File: src/rtl/divider_control_if.sv
// Handshake and slice-array control bundle for the restoring-divider sequencer.
interface divider_control_if;
    logic Start;
    logic Test;
    logic nBorrow;
    logic nZero;
    logic Ready;
    logic Load;
    logic LoadAcc;
    logic LoadResult;
    logic QuotientBit;
    logic ShiftZero;
    logic Done;
    logic Error;

    modport master (
        output Start, Test, nBorrow, nZero,
        input  Ready, Load, LoadAcc, LoadResult, QuotientBit, ShiftZero, Done, Error
    );

    modport slave (
        input  Start, Test, nBorrow, nZero,
        output Ready, Load, LoadAcc, LoadResult, QuotientBit, ShiftZero, Done, Error
    );
endinterface

File: src/rtl/divider_control.sv
// Sequencer for the bitslice restoring divider: IDLE -> LOAD -> ITER (WIDTH cycles) -> DONE.
// Optional divide-by-zero early exit when DIVZERO_DETECT_EN is defined.
module divider_control #(
    parameter int unsigned WIDTH = 8
) (
    input  logic               Clock,
    input  logic               Reset,
    divider_control_if.slave   bus
);
    localparam int unsigned CNT_W = (WIDTH > 1) ? $clog2(WIDTH) : 1;

    typedef enum logic [1:0] {IDLE, LOAD, ITER, DONE} state_t;

    state_t           state;
    state_t           stateNext;
    logic [CNT_W-1:0] count;
    logic [CNT_W-1:0] countNext;

`ifdef DIVZERO_DETECT_EN
    logic error;
    logic errorNext;

    // Divide-by-zero flag lives until the next accepted Start.
    always_ff @(posedge Clock) begin
        if (Reset) begin
            error <= 1'b0;
        end else begin
            error <= errorNext;
        end
    end
`endif

    always_ff @(posedge Clock) begin
        if (Reset) begin
            state <= IDLE;
            count <= '0;
        end else begin
            state <= stateNext;
            count <= countNext;
        end
    end

    // Scan mode freezes the sequencer by leaving every next value at its current one.
    always_comb begin
        stateNext = state;
        countNext = count;
`ifdef DIVZERO_DETECT_EN
        errorNext = error;
`endif
        if (!bus.Test) begin
            case (state)
                IDLE: begin
                    if (bus.Start) begin
                        stateNext = LOAD;
`ifdef DIVZERO_DETECT_EN
                        errorNext = 1'b0;
`endif
                    end
                end
                LOAD: begin
                    countNext = CNT_W'(WIDTH - 1);
                    stateNext = ITER;
`ifdef DIVZERO_DETECT_EN
                    // Divisor is on the slice operand inputs during LOAD, so nZero is valid here.
                    if (!bus.nZero) begin
                        stateNext = DONE;
                        errorNext = 1'b1;
                    end
`endif
                end
                ITER: begin
                    if (count == '0) begin
                        stateNext = DONE;
                    end else begin
                        countNext = count - CNT_W'(1);
                    end
                end
                DONE: begin
                    stateNext = IDLE;
                end
                default: begin
                    stateNext = IDLE;
                end
            endcase
        end
    end

    assign bus.Ready       = (state == IDLE);
    assign bus.Load        = (state == LOAD) && !bus.Test;
    assign bus.LoadResult  = (state == ITER) && !bus.Test;
    assign bus.Done        = (state == DONE) && !bus.Test;
    // A non-borrowing trial subtract both commits the difference and yields a 1 quotient bit.
    assign bus.LoadAcc     = (state == ITER) && !bus.Test && bus.nBorrow;
    assign bus.QuotientBit = (state == ITER) && bus.nBorrow;
    assign bus.ShiftZero   = 1'b0;

`ifdef DIVZERO_DETECT_EN
    assign bus.Error = error;
`else
    logic unusedNZero;
    assign unusedNZero = bus.nZero;
    assign bus.Error   = 1'b0;
`endif
endmodule

File: src/flat_wrapper.sv
// flat-port wrapper written by rule: the top's interface ports become plain ports
module divider_control_flat 
#(
    parameter int unsigned WIDTH = 8
)
  (Clock, Reset, bus_Start, bus_Test, bus_nBorrow, bus_nZero, bus_Ready, bus_Load, bus_LoadAcc, bus_LoadResult, bus_QuotientBit, bus_ShiftZero, bus_Done, bus_Error);
  divider_control_if bus_i ();
  input  logic Clock;
  input  logic Reset;
  input wire logic [$bits(bus_i.Start)-1:0] bus_Start;
  input wire logic [$bits(bus_i.Test)-1:0] bus_Test;
  input wire logic [$bits(bus_i.nBorrow)-1:0] bus_nBorrow;
  input wire logic [$bits(bus_i.nZero)-1:0] bus_nZero;
  output wire logic [$bits(bus_i.Ready)-1:0] bus_Ready;
  output wire logic [$bits(bus_i.Load)-1:0] bus_Load;
  output wire logic [$bits(bus_i.LoadAcc)-1:0] bus_LoadAcc;
  output wire logic [$bits(bus_i.LoadResult)-1:0] bus_LoadResult;
  output wire logic [$bits(bus_i.QuotientBit)-1:0] bus_QuotientBit;
  output wire logic [$bits(bus_i.ShiftZero)-1:0] bus_ShiftZero;
  output wire logic [$bits(bus_i.Done)-1:0] bus_Done;
  output wire logic [$bits(bus_i.Error)-1:0] bus_Error;
  assign bus_i.Start = bus_Start;
  assign bus_i.Test = bus_Test;
  assign bus_i.nBorrow = bus_nBorrow;
  assign bus_i.nZero = bus_nZero;
  assign bus_Ready = bus_i.Ready;
  assign bus_Load = bus_i.Load;
  assign bus_LoadAcc = bus_i.LoadAcc;
  assign bus_LoadResult = bus_i.LoadResult;
  assign bus_QuotientBit = bus_i.QuotientBit;
  assign bus_ShiftZero = bus_i.ShiftZero;
  assign bus_Done = bus_i.Done;
  assign bus_Error = bus_i.Error;
  divider_control #(.WIDTH(WIDTH)) u_core (.Clock(Clock), .Reset(Reset), .bus(bus_i));
endmodule
File: config.mk
export PLATFORM = sky130hd
export DESIGN_NAME = divider_control_flat
export DESIGN_NICKNAME = d
export VERILOG_FILES = /design/src/rtl/divider_control_if.sv /design/src/rtl/divider_control.sv /design/src/flat_wrapper.sv
export SDC_FILE = /design/constraint.sdc
export NUM_CORES = 1
export LEC_CHECK = 0
export BUFFER_PORTS_ARGS = -buffer_cell sky130_fd_sc_hd__buf_2
export CAP_MARGIN = 20
export CORE_AREA = 2 2 39 41
export DETAILED_ROUTE_END_ITERATION = 12
export DIE_AREA = 0 0 41 43
export GPL_TIMING_DRIVEN = 0
export PLACE_DENSITY = 0.49
export SLEW_MARGIN = 25
export SYNTH_ARGS = -nofsm -noshare
export SYNTH_HDL_FRONTEND = slang
export SYNTH_SLANG_ARGS = --single-unit
File: constraint.sdc
create_clock -name Clock -period 2.15 [get_ports Clock]
set_input_delay 0.43 -clock Clock [delete_from_list [all_inputs] [get_ports Clock]]
set_output_delay 0.43 -clock Clock [all_outputs]
set_load 0.05 [all_outputs]
==> results of run 1 <==
[critical path, delay by kind of cell, from the launching register on]
kind | cells | cell delay, ps
and+or+nand+nor | 2 | 310
adders and majority gates | 1 | 270
DFF | 1 | 370
buffers and inverters | 2 | 280
[sequential cells by signal, summed over array words and instances (netlist names)]
signal and flops:
u_core.count 3, u_core.state 2
[power by group]
part	internal, W	switching (W)
Combinational	0.0000329	0.0000608
Sequential	0.000102	0.00000500
Clock	0.0000700	0.0000359
[cells in the final DEF (no fill, tap or decap)]
cell type                  instances
sky130_fd_sc_hd__buf_2            10
sky130_fd_sc_hd__inv_1             7
sky130_fd_sc_hd__ha_1              6
sky130_fd_sc_hd__dfxtp_1           5
sky130_fd_sc_hd__nor2b_1           3
sky130_fd_sc_hd__a221oi_1          3
sky130_fd_sc_hd__clkbuf_4          3
sky130_fd_sc_hd__nor2_1            2
sky130_fd_sc_hd__nand2b_1          2
sky130_fd_sc_hd__buf_4             2
sky130_fd_sc_hd__conb_1            2
sky130_fd_sc_hd__and2_1            1
sky130_fd_sc_hd__nor2b_2           1
sky130_fd_sc_hd__nor3_1            1
sky130_fd_sc_hd__o21a_1            1
sky130_fd_sc_hd__a211o_1           1
sky130_fd_sc_hd__nor3b_1           1
sky130_fd_sc_hd__mux2i_1           1
sky130_fd_sc_hd__a21o_1            1
sky130_fd_sc_hd__a21oi_1           1
sky130_fd_sc_hd__clkbuf_1          1
[Yosys cell counts (all sizes together)]
| library cell | instances |
|---|---|
| dfxtp | 5 |
| buf | 2 |
| a21o | 1 |
| inv | 7 |
| nor3 | 1 |
| nand2b | 2 |
| mux2i | 1 |
| nor2b | 4 |
| and2 | 1 |
| nor3b | 1 |
| conb | 1 |
| ha | 6 |
| a211o | 1 |
| nor2 | 2 |
| a221oi | 3 |
| o21a | 1 |
| a21oi | 1 |
[cells by family (layout without fill, tap and decap cells)]
logic type / Yosys count / count (layout) / share of synthesized area
compound gates: 7 / 7 / 0.1577
other cells: 1 / 2 / 0.01074
flops: 5 / 5 / 0.2867
fa+ha+maj: 6 / 6 / 0.2150
mux: 1 / 1 / 0.02867
buf+inv: 9 / 23 / 0.1183
simple gates: 11 / 11 / 0.1828
[stage by stage]
step	hold slack (ps)	std cells	utilization	cell area (sq um)
after floorplan	447.1	41	-	355.3
after global placement	467.6	67	0.3074	425.4
after detailed placement	475.3	67	0.3074	425.4
after CTS	430.4	71	0.3264	451.7
after global routing	440.9	71	0.3264	451.7
final	433.4	71	0.3264	451.7
[final timing paths]
path                                start                      endpoint  slack (ps)  cells past startpoint
max          u_core.state[0]$_SDFFE_PP0P_                   bus_LoadAcc         260                      5
min                                 Reset  u_core.count[2]$_SDFFE_PP0P_         430                      2
max reg2reg  u_core.count[0]$_SDFFE_PP0P_  u_core.count[1]$_SDFFE_PP0P_         650                      5
min reg2reg  u_core.count[2]$_SDFFE_PP0P_  u_core.count[2]$_SDFFE_PP0P_         480                      2
[metal layers]
layer | share of wire | GRT usage | wire [um]
met1 | 0.46 | 0.1036 | 273
met2 | 0.46 | 0.1344 | 274
met3 | 0.082 | 0 | 49
met4 | 0 | 0.1000 | 0
met5 | 0 | 0 | 0
[cell type report]
type / count / area [sq um] / area share
Tap cell: 16 / 20.02 / 0.04432
Inverter: 7 / 26.28 / 0.05817
Buffer: 2 / 15.01 / 0.03324
Sequential cell: 5 / 100.1 / 0.2216
Timing Repair Buffer: 10 / 50.05 / 0.1108
Clock buffer: 4 / 26.28 / 0.05817
Multi-Input combinational cell: 27 / 214.0 / 0.4737
==> out/metrics.json, run 1 <==
{
  "antenna_cells_inserted": {"value": 0},
  "globalRoute.totalOverflow": {"value": 0},
  "yosys_warning_count": {"value": 0},
  "sequence_of_cells_on_the_critical_path": {"value": "inv_1 -> ha_1 -> and2_1 -> nor2b_2 -> buf_2"},
  "numCtsBuffers": {"value": 3},
  "synth_sequential_area_ratio": {"value": 0.2867},
  "clock_latency": {"value": 240, "unit": "ps"},
  "worst-setup-path-type": {"value": "register to output pin"},
  "detailedRoute.firstIterationViolations": {"value": 2},
  "yosysTopAreaCellShare": {"value": 0.2867},
  "timing.final.crit_period": {"value": 1894, "unit": "ps"},
  "clk_root_buffer_cell": {"value": "sky130_fd_sc_hd__clkbuf_4"},
  "grt_use_total": {"value": 0.09054},
  "gp_congestion": {"value": 0.6963},
  "route.final.wire_length": {"value": 598, "unit": "um"},
  "die_width": {"value": 41, "unit": "um"},
  "flop_and_latch_count_out_of_synthesis": {"value": 5},
  "synth_top_cells_by_area": {"value": "sky130_fd_sc_hd__dfxtp_1 (29%), sky130_fd_sc_hd__ha_1 (22%), sky130_fd_sc_hd__inv_1 (7.5%), sky130_fd_sc_hd__a221oi_1 (7.5%), sky130_fd_sc_hd__nor2b_1 (7.2%)"},
  "critPathRequiredTime": {"value": 1720, "unit": "ps"},
  "class_of_the_worst_hold_path": {"value": "primary input to register"},
  "detailedRoute.firstPassIterationCount": {"value": 3},
  "cts_sinks": {"value": 5},
  "critical_path.startpoint_type": {"value": "register"},
  "die_area": {"value": 1763, "unit": "sq um"},
  "grt_antenna_before_repair": {"value": 0},
  "clock_skew": {"value": 0.8629, "unit": "ps"},
  "dr_total_vias": {"value": 285},
  "report.final.setup_viol": {"value": 0},
  "synth.largest_area_cell": {"value": "sky130_fd_sc_hd__dfxtp_1"},
  "worst_path_max_delay_cell": {"value": "sky130_fd_sc_hd__dfxtp_1"},
  "crit_fanout": {"value": 7},
  "route.antenna.remaining_nets": {"value": 0},
  "run_status": {"value": "complete, no violations"},
  "vdd_ir_drop_max": {"value": 322.4, "unit": "uV"},
  "nFillCells": {"value": 155},
  "wl_per_cell": {"value": 8.423, "unit": "um"},
  "cts_resized": {"value": 0},
  "placement.io_buffers": {"value": 10},
  "final_net_count": {"value": 68},
  "power.total": {"value": 0.0003068, "unit": "W"},
  "design.core.area": {"value": 1384, "unit": "sq um"},
  "power.density": {"value": 679.1, "unit": "nW/um^2"},
  "timing_max_transition_violations_final": {"value": 0},
  "first_global_vias": {"value": 300},
  "via_per_inst": {"value": 4.014},
  "grt_pass1_wl": {"value": 1.083, "unit": "mm"},
  "rsz0062_at_grt": {"value": "no"},
  "maxCapViolCount": {"value": 0},
  "dpl_worst_slack": {"value": 494.1, "unit": "ps"},
  "timing.final.crit_share": {"value": 0.8811},
  "initial_util": {"value": 0.2523},
  "hold_viol": {"value": 0},
  "die_height": {"value": 43, "unit": "um"},
  "arrival": {"value": 1460, "unit": "ps"},
  "cts_tree": {"value": "built"},
  "avgSynthCellArea": {"value": 8.727, "unit": "sq um"},
  "clockBufferDepth": {"value": 2},
  "clock_tree.htree_level_count": {"value": 1},
  "netlist_area_before_placement": {"value": 349.1, "unit": "sq um"},
  "endpoint_kind": {"value": "output pin"},
  "cts_hold_repair.buffers": {"value": 0},
  "ratio_of_cells_with_drive_above_1_in_the_final_layout": {"value": 0.2909},
  "cts_setup_buffers": {"value": 0},
  "fmax": {"value": 527.9, "unit": "MHz"},
  "cts.reportedPaths.clkPinSlew": {"value": 40, "unit": "ps"},
  "pin_count_of_the_biggest_net_entering_global_routing": {"value": 9},
  "post-route-drc-count": {"value": 0},
  "synthDistinctLibCells": {"value": 17},
  "syn2layout_area_growth": {"value": 29.39, "unit": "%"},
  "rows": {"value": 14},
  "worst_path_largest_cell_delay": {"value": 370, "unit": "ps"},
  "layout_setup_ws": {"value": 255.7, "unit": "ps"},
  "cellLeakagePower": {"value": 0.2267, "unit": "nW"},
  "final.setup.tns": {"value": 0, "unit": "ps"},
  "postSynthCellCount": {"value": 40},
  "boundaryPins": {"value": 14}
}
(Power assumes the default switching activity.)
==> run 2: changes to the inputs <==
--- a/config.mk
+++ b/config.mk
@@ -5,13 +5,14 @@
 export SDC_FILE = /design/constraint.sdc
 export NUM_CORES = 1
 export LEC_CHECK = 0
+export ABC_AREA = 1
 export BUFFER_PORTS_ARGS = -buffer_cell sky130_fd_sc_hd__buf_2
 export CAP_MARGIN = 20
 export CORE_AREA = 2 2 39 41
 export DETAILED_ROUTE_END_ITERATION = 12
 export DIE_AREA = 0 0 41 43
 export GPL_TIMING_DRIVEN = 0
-export PLACE_DENSITY = 0.49
+export PLACE_DENSITY = 0.51
 export SLEW_MARGIN = 25
 export SYNTH_ARGS = -nofsm -noshare
 export SYNTH_HDL_FRONTEND = slang
==> run 2 against run 1 <==
Compared with the run above:
- via count is 19% higher
- critical path depth is the same
- design area is 6.9% higher
- clock-buffer cell count unchanged
- final cell count is 27% higher
- largest cell class unchanged
==> out/metrics.json, run 2 <==
{
  "vdd_ir_drop_max": {"value": 308.5, "unit": "uV"},
  "ratio_of_cells_with_drive_above_1_in_the_final_layout": {"value": 0.2568},
  "final_net_count": {"value": 87},
  "post-place-cells": {"value": 86},
  "endpoint_kind": {"value": "output pin"},
  "flop_and_latch_count_out_of_synthesis": {"value": 5},
  "rows": {"value": 14},
  "first_global_vias": {"value": 292},
  "clk_root_buffer_cell": {"value": "sky130_fd_sc_hd__clkbuf_4"},
  "numCtsBuffers": {"value": 3},
  "detailedRoute.firstPassIterationCount": {"value": 3},
  "clock_skew": {"value": 2.650, "unit": "ps"},
  "run_status": {"value": "complete, no violations"},
  "clock_tree.htree_level_count": {"value": 1},
  "maxCapViolCount": {"value": 0},
  "cts_sinks": {"value": 5},
  "worstHoldStart": {"value": "u_core.count[2]$_SDFFE_PP0P_"},
  "synth-main-ff-cell": {"value": "sky130_fd_sc_hd__dfxtp_1"},
  "critical_path.startpoint_type": {"value": "register"},
  "die_height": {"value": 43, "unit": "um"},
  "max_reg_flops": {"value": 3},
  "timing.final.crit_share": {"value": 0.8277},
  "die_area": {"value": 1763, "unit": "sq um"},
  "final.setup.tns": {"value": 0, "unit": "ps"},
  "report.final.setup_viol": {"value": 0},
  "post-route-cell-area": {"value": 483.0, "unit": "sq um"},
  "die_width": {"value": 41, "unit": "um"},
  "crit_fanout": {"value": 5},
  "worst_path_largest_cell_delay": {"value": 320, "unit": "ps"},
  "class_of_the_worst_hold_path": {"value": "register to register"},
  "globalRoute.totalOverflow": {"value": 0},
  "route.antenna.remaining_nets": {"value": 0},
  "pwr-share-clk": {"value": 0.308},
  "top_register": {"value": "u_core.count"},
  "synth_sequential_area_ratio": {"value": 0.2614},
  "comb_power_share": {"value": 0.371},
  "route.final.wire_length": {"value": 638, "unit": "um"},
  "antenna_cells_inserted": {"value": 0},
  "yosysTopAreaCellShare": {"value": 0.2614},
  "yosys-top-cells-count": {"value": "sky130_fd_sc_hd__inv_1 (16), sky130_fd_sc_hd__nor2_1 (11), sky130_fd_sc_hd__nand2_1 (8)"},
  "power.total": {"value": 0.0003427, "unit": "W"},
  "synthDistinctLibCells": {"value": 15},
  "p_seq_frac": {"value": 0.320},
  "cts_setup_buffers": {"value": 0},
  "sequence_of_cells_on_the_critical_path": {"value": "inv_1 -> ha_1 -> nand2_1 -> nor2_1 -> buf_2"},
  "grt_use_total": {"value": 0.08954},
  "cts_tree": {"value": "built"},
  "largest_registers": {"value": "u_core.count: 3 flops, u_core.state: 2 flops"},
  "reg2reg_from": {"value": "u_core.count[0]$_SDFFE_PP0P_"},
  "cellLeakagePower": {"value": 0.2760, "unit": "nW"},
  "gp_congestion": {"value": 0.7275},
  "worst_path_max_delay_cell": {"value": "sky130_fd_sc_hd__dfxtp_1"},
  "post-synth-top-count-cell": {"value": "sky130_fd_sc_hd__inv_1"},
  "hold_viol": {"value": 0},
  "synth.largest_area_cell": {"value": "sky130_fd_sc_hd__dfxtp_1"},
  "layout.cells.most_common_list": {"value": "sky130_fd_sc_hd__inv_1 (16), sky130_fd_sc_hd__nor2_1 (11), sky130_fd_sc_hd__buf_2 (10)"},
  "initial_util": {"value": 0.2767},
  "syn2layout_area_growth": {"value": 26.14, "unit": "%"},
  "arrival": {"value": 1350, "unit": "ps"},
  "pin_count_of_the_biggest_net_entering_global_routing": {"value": 6},
  "timing.final.crit_period": {"value": 1780, "unit": "ps"},
  "setup.worst_path.start": {"value": "u_core.state[0]$_SDFFE_PP0P_"},
  "grt_pass1_wl": {"value": 1.028, "unit": "mm"},
  "avgSynthCellArea": {"value": 6.489, "unit": "sq um"},
  "synth_top_cells_by_area": {"value": "sky130_fd_sc_hd__dfxtp_1 (26%), sky130_fd_sc_hd__ha_1 (20%), sky130_fd_sc_hd__inv_1 (16%), sky130_fd_sc_hd__nor2_1 (11%), sky130_fd_sc_hd__nand2_1 (7.8%)"},
  "timing_max_transition_violations_final": {"value": 0},
  "clock_latency": {"value": 240, "unit": "ps"},
  "leading_cell_type_in_the_layout_fill_and_taps_excluded": {"value": "sky130_fd_sc_hd__inv_1"},
  "fin_cells": {"value": 90},
  "dp_hpwl": {"value": 543.8, "unit": "um"},
  "placement.io_buffers": {"value": 10},
  "postPlaceCellArea": {"value": 456.7, "unit": "sq um"},
  "critPathRequiredTime": {"value": 1720, "unit": "ps"},
  "number_of_enable_type_register_cells_in_the_synthesized_netlist": {"value": 0},
  "power.internal": {"value": 0.0002119, "unit": "W"},
  "switching_share": {"value": 0.3819},
  "design.core.area": {"value": 1384, "unit": "sq um"},
  "cts.reportedPaths.clkPinSlew": {"value": 40, "unit": "ps"},
  "power_dissipated_by_switching_net_loads": {"value": 0.0001309, "unit": "W"},
  "netlist_area_before_placement": {"value": 382.9, "unit": "sq um"},
  "wl_per_cell": {"value": 7.089, "unit": "um"},
  "async_reset_ff_frac": {"value": 0},
  "fmax": {"value": 562.0, "unit": "MHz"},
  "detailedRoute.firstIterationViolations": {"value": 16},
  "dr_total_vias": {"value": 340},
  "cts_resized": {"value": 0},
  "clockBufferDepth": {"value": 2},
  "rsz0062_at_grt": {"value": "no"},
  "yosys_warning_count": {"value": 0},
  "via_per_inst": {"value": 3.778},
  "post-route-drc-count": {"value": 0},
  "cts_hold_repair.buffers": {"value": 0},
  "worst-setup-path-type": {"value": "register to output pin"},
  "postSynthCellCount": {"value": 59},
  "boundaryPins": {"value": 14},
  "power.density": {"value": 709.7, "unit": "nW/um^2"},
  "grt_antenna_before_repair": {"value": 0}
}
run 2: cell types whose count changed in the layout (fill, tap and decap cells not counted), moves of 2 or more:
cell / previous run / this run
sky130_fd_sc_hd__a221oi_1: 3 / 0
sky130_fd_sc_hd__inv_1: 7 / 16
sky130_fd_sc_hd__nand2_1: 0 / 8
sky130_fd_sc_hd__nand2b_1: 2 / 0
sky130_fd_sc_hd__nor2_1: 2 / 11
sky130_fd_sc_hd__nor2b_1: 3 / 0
sky130_fd_sc_hd__o21ai_0: 0 / 3
run 2: cell type report:
type / instances / area (sq um)
Clock buffer: 4 / 26.28
Timing Repair Buffer: 10 / 50.05
Fill cell: 166 / 900.9
Buffer: 2 / 15.01
Tap cell: 16 / 20.02
Sequential cell: 5 / 100.1
Multi-Input combinational cell: 36 / 207.7
Inverter: 17 / 63.81
run 2: kinds of logic after synthesis:
group | after synthesis | synth area share
simple gates | 24 | 0.2745
buf+inv | 19 | 0.2059
flops | 5 | 0.2614
other cells | 1 | 0.009795
fa+ha+maj | 6 | 0.1961
compound gates | 4 | 0.05226
run 2: final timing paths:
path                                        to  cells after the start  slack [ps]
setup / recovery                   bus_LoadAcc                      5         370
hold / removal    u_core.count[2]$_SDFFE_PP0P_                      2         460
setup reg to reg  u_core.count[0]$_SDFFE_PP0P_                      7         880
hold reg to reg   u_core.count[2]$_SDFFE_PP0P_                      2         460
run 2: layer usage:
| layer | vias up | part of all wire | track usage |
|---|---|---|---|
| met5 | - | 0 | 0 |
| met4 | 0 | 0 | 0.1000 |
| met3 | 0 | 0.074 | 0.01571 |
| met2 | 10 | 0.43 | 0.1281 |
| met1 | 133 | 0.49 | 0.09709 |
| li1 | 197 | - | - |
run 2: worst max-delay path, delay by kind of cell, from the launching register on:
family	cells	cell delay [ps]
AND/OR/NAND/NOR	2	170
buffers and inverters	2	360
flip-flops	1	320
adder cells (fa/ha/maj)	1	260
run 2: metrics by stage:
step           utilization  hold WS, ps  setup WS (ps)
3_5_place_dp        0.3300        458.3          603.8
4_1_cts             0.3490        469.4          344.6
2_1_floorplan            -        439.0          369.3
3_3_place_gp        0.3300        451.5          619.1
6_report            0.3490        464.4          370.5
5_1_grt             0.3490        516.9          222.7
run 2: power by group through the flow:
stage / Sequential, W / Clock (W) / Combinational (W)
5_1_grt: 0.000111 / 0.000120 / 0.000147
6_report: 0.000110 / 0.000106 / 0.000127
2_1_floorplan: 0.000110 / 0 / 0.000106
4_1_cts: 0.000110 / 0.000113 / 0.000129
3_3_place_gp: 0.000111 / 0 / 0.000129
3_5_place_dp: 0.000112 / 0 / 0.000128
